`config.mk`:
```
export PLATFORM = sky130hd
export DESIGN_NAME = ab_rr_arbiter
export DESIGN_NICKNAME = d
export VERILOG_FILES = /design/src/rtl/ab_rr_arbiter.sv
export SDC_FILE = /design/constraint.sdc
export NUM_CORES = 1
export LEC_CHECK = 0
export ABC_AREA = 1
export CAP_MARGIN = 20
export CORE_MARGIN = 5
export CORE_UTILIZATION = 38
export CTS_BUF_LIST = sky130_fd_sc_hd__clkbuf_8
export DETAILED_ROUTE_END_ITERATION = 6
export GPL_ROUTABILITY_DRIVEN = 0
export HOLD_SLACK_MARGIN = 0.02
export PLACE_DENSITY = 0.69
export REMOVE_ABC_BUFFERS = 1
export SLEW_MARGIN = 20
export SYNTH_ARGS = -nofsm -noshare
export SYNTH_HDL_FRONTEND = slang
export SYNTH_SLANG_ARGS = --single-unit
```
`constraint.sdc`:
```
create_clock -name i_clk -period 2.8 [get_ports i_clk]
set_input_delay 0.84 -clock i_clk [delete_from_list [all_inputs] [get_ports i_clk]]
set_output_delay 0.84 -clock i_clk [all_outputs]
set_load 0.01 [all_outputs]
```
`src/rtl/ab_rr_arbiter.sv`:
```
// Two-channel round-robin arbiter with a registered output beat; 1-cycle latency, full throughput.
// Backpressure: both channel readies drop while a held output beat is stalled by downstream.
module ab_rr_arbiter #(
  parameter int WIDTH = 8,
  parameter int CNT_W = 16
) (
  input  logic             i_clk,
  input  logic             i_rst_n,
  input  logic [WIDTH-1:0] i_a,
  input  logic             i_a_valid,
  output logic             o_a_ready,
  input  logic [WIDTH-1:0] i_b,
  input  logic             i_b_valid,
  output logic             o_b_ready,
  output logic [WIDTH-1:0] o_y,
  output logic             o_sel,
  output logic             o_y_valid,
  input  logic             i_y_ready,
  input  logic             i_clr,
  output logic [CNT_W-1:0] o_cnt_a,
  output logic [CNT_W-1:0] o_cnt_b
);

  logic prio;
  logic can_accept;
  logic grant_a;
  logic grant_b;
  logic xfer_a;
  logic xfer_b;

  // prio = 0 prefers A; a lone requester wins regardless of prio.
  assign can_accept = !o_y_valid || i_y_ready;
  assign grant_a    = i_a_valid && (!i_b_valid || !prio);
  assign grant_b    = i_b_valid && (!i_a_valid || prio);
  assign o_a_ready  = can_accept && grant_a;
  assign o_b_ready  = can_accept && grant_b;
  assign xfer_a     = i_a_valid && o_a_ready;
  assign xfer_b     = i_b_valid && o_b_ready;

  always_ff @(posedge i_clk or negedge i_rst_n) begin
    if (!i_rst_n) begin
      o_y       <= '0;
      o_sel     <= 1'b0;
      o_y_valid <= 1'b0;
      prio      <= 1'b0;
    end else if (xfer_a) begin
      o_y       <= i_a;
      o_sel     <= 1'b0;
      o_y_valid <= 1'b1;
      prio      <= 1'b1;
    end else if (xfer_b) begin
      o_y       <= i_b;
      o_sel     <= 1'b1;
      o_y_valid <= 1'b1;
      prio      <= 1'b0;
    end else if (i_y_ready) begin
      o_y_valid <= 1'b0;
    end
  end

  // Clear wins over a same-cycle increment; counts stick at all-ones.
  always_ff @(posedge i_clk or negedge i_rst_n) begin
    if (!i_rst_n) begin
      o_cnt_a <= '0;
      o_cnt_b <= '0;
    end else if (i_clr) begin
      o_cnt_a <= '0;
      o_cnt_b <= '0;
    end else begin
      if (xfer_a && (o_cnt_a != {CNT_W{1'b1}})) o_cnt_a <= o_cnt_a + CNT_W'(1);
      if (xfer_b && (o_cnt_b != {CNT_W{1'b1}})) o_cnt_b <= o_cnt_b + CNT_W'(1);
    end
  end

endmodule

```
==> results.cfg <==
[status]
status = finished, final reports clean

[finish]
num_antenna_cells = 0
drive_gt1_share_pct = 10.2
nets = 473
area_growth_pct = 33.8
fill_cells = 689

[placed_design]
port_buffers = 65
place_hpwl_mm = 5.26

[logic_synthesis]
synth_area_leaders = dfrtp_1 (41%), nand2_1 (21%), nand3_1 (8.7%), nor2_1 (5.1%), inv_1 (3.8%)
yosysMostFrequentCell = nand2_1
yosysTopAreaCell = dfrtp_1
synth_top_area_share_pct = 40.6
yosysSeqAreaShare_pct = 40.6
ys_ff_latch = 43
yosys_warnings = 0
ys.flop_type = dfrtp_1
synthesis.area_um2 = 2650
syn_area_per_cell_um2 = 7.14
ys_types = 27
netlist_instances = 371
synth-edff-count = 0
async_reset_ff_share_pct = 100
synth.top_cells.by_count = nand2_1 (146), nand3_1 (46), dfrtp_1 (43), nor2_1 (36), inv_1 (27)

[setup_path]
r2r-end = o_cnt_a[3]
worstPathMaxFanout = 2
crit_arrival_ns = 1.87
cp-end-kind = output pin
crit_type = input pin to output pin
cp.required_ns = 1.96
r2r.worst_path.cells = 8
regToRegStartpoint = o_cnt_a[1]
worst_setup_path_start_kind = input pin
regToRegSetupSlack_ns = 0.94

[drt]
drtPass1Iterations = 4
drt.antenna.violating_nets = 0
post_drt_via_cell_ratio = 4.77
drc_errors = 0
via_count = 2602
wl_mm = 6.74
avgRoutedWirePerCell_um = 12.4
drtIter0Drc = 106

[clock_network]
cts_setup_buffers = 0
clock_latency_ns = 0.29
cts_tree = done
cts_buffers = 5
htreeDepth = 2
ctsResizeCount = 2
clockRootBuffer = clkbuf_8
cts_buffer_depth = 2
path_clk_slew_ns = 0.08
cts.sinks = 43
ctsHoldBuffers = 0

[sta]
fmax_ghz = 0.369
worst_pin_slew_ns = 0.482
rsz0062_at_grt = false
final_hold_viol_count = 0
period_share_pct = 96.7
slew_violations = 0
min_period_ns = 2.71
skew_ns = 0.00994
setup_violations = 0
slew_headroom_pct = 67.9
holdWs_ns = 0.479

[global_route]
grt_pass1_wl_mm = 11.6
grt_max_degree = 20
grt_antenna_before_repair = 0
grt_use_total_pct = 16.0
grt_pass1_vias = 2571
overflow = 0

[power_and_ir_drop]
p_leak_uw = 0.00164
power_uw = 1480
powerDensity_nw_per_um2 = 417
vdd_drop_max_mv = 0.220

[floorplanning]
dieArea_um2 = 8740
start_util_pct = 39.0
die_w_um = 93.5
rows = 30
core-area_um2 = 6790
chipHeight_um = 93.5
io_pins = 66

[run]
cap_violations = 0

[min_path]
hold_path_class = input pin to asynchronous set/reset pin
layout by cell type (no fill, tap or decap):
cell type        instances
nor3_2                   1
nand3_1                 46
clkbuf_8                 6
o21ai_2                  1
inv_2                    1
o21ai_0                 10
nand4_1                  7
buf_4                   12
o21ai_4                  1
and2_1                   1
xnor2_1                  5
clkdlybuf4s50_1         62
dfrtp_1                 43
buf_2                    1
ha_1                     2
nand2_4                  2
nand3_2                  2
nand2_1                146
nor2_2                   6
clkinv_1                 3
inv_1                   27
a21oi_1                  2
nor2_4                   7
nand2_2                  5
clkinv_2                 1
nor2_1                  36
a22oi_1                  3
dlygate4sd2_1            2
xor2_1                   8
metal layers:
| layer | wire [µm] | global-route usage [%] | vias up |
|---|---|---|---|
| met1 | 3210 | 21.2 | 1203 |
| li1 | - | - | 1334 |
| met2 | 3130 | 27.2 | 58 |
| met4 | 79 | 4.64 | 0 |
| met3 | 316 | 2.17 | 7 |
| met5 | 0 | 0 | - |
cell families (layout without fill, tap and decap cells):
group	after synthesis	after routing	synth area share, %
and+or+nand+nor	259	259	43.9
DFF	43	43	40.6
buffers and inverters	37	115	6.14
AOI/OAI and AO/OA	17	17	4.06
xor gates and xnor gates	13	13	4.30
adders and majority gates	2	2	0.945
area by class of cell:
class	instances	area [µm²]	share of cell area, %
clock buffer	6	82.6	2.33
clock inverter	1	5.00	0.141
inverter	31	116	3.28
multi-input combinational	291	1410	39.8
sequential	43	1080	30.4
tap	96	120	3.39
timing repair buffer	77	733	20.7
registers in the layout, indices dropped and copies added (netlist names):
signal	count
o_cnt_b	16
prio	1
o_y_valid	1
o_y	8
o_cnt_a	16
o_sel	1
where the power goes:
part           switching, µW  leakage, µW  internal [µW]
registers               33.8     0.000576            675
clock network            206    0.0000470            194
logic                    192      0.00102            178
total                    432      0.00164           1050
how the worst max path moves through the flow:
stage / endpoint / from / cells after the start / slack (ns)
after floorplan: o_a_ready / i_y_ready / 4 / 0.68
after global placement: o_a_ready / i_y_ready / 6 / -0.13
after detailed placement: o_b_ready / i_y_ready / 6 / -0.16
after CTS: o_b_ready / i_a_valid / 5 / 0.08
after global routing: o_b_ready / i_a_valid / 5 / 0.03
final: o_b_ready / i_a_valid / 5 / 0.09
worst max-delay path: stages:
cell	delay (ns)
clkdlybuf4s50_1	0.50
nand2_1	0.07
nand3_2	0.09
clkinv_1	0.08
dlygate4sd2_1	0.29
stage by stage:
stage	worst slack, ns	util [%]	setup TNS (ns)	instances	area, µm²
3_3_place_gp	-0.132	50.9	-0.238	538	3460
4_1_cts	0.0849	52.2	0	545	3540
6_report	0.0920	52.2	0	545	3540
2_1_floorplan	0.677	-	0	365	2600
3_5_place_dp	-0.157	50.9	-0.310	538	3460
5_1_grt	0.0300	52.2	0	545	3540
(Power assumes the default switching activity.)
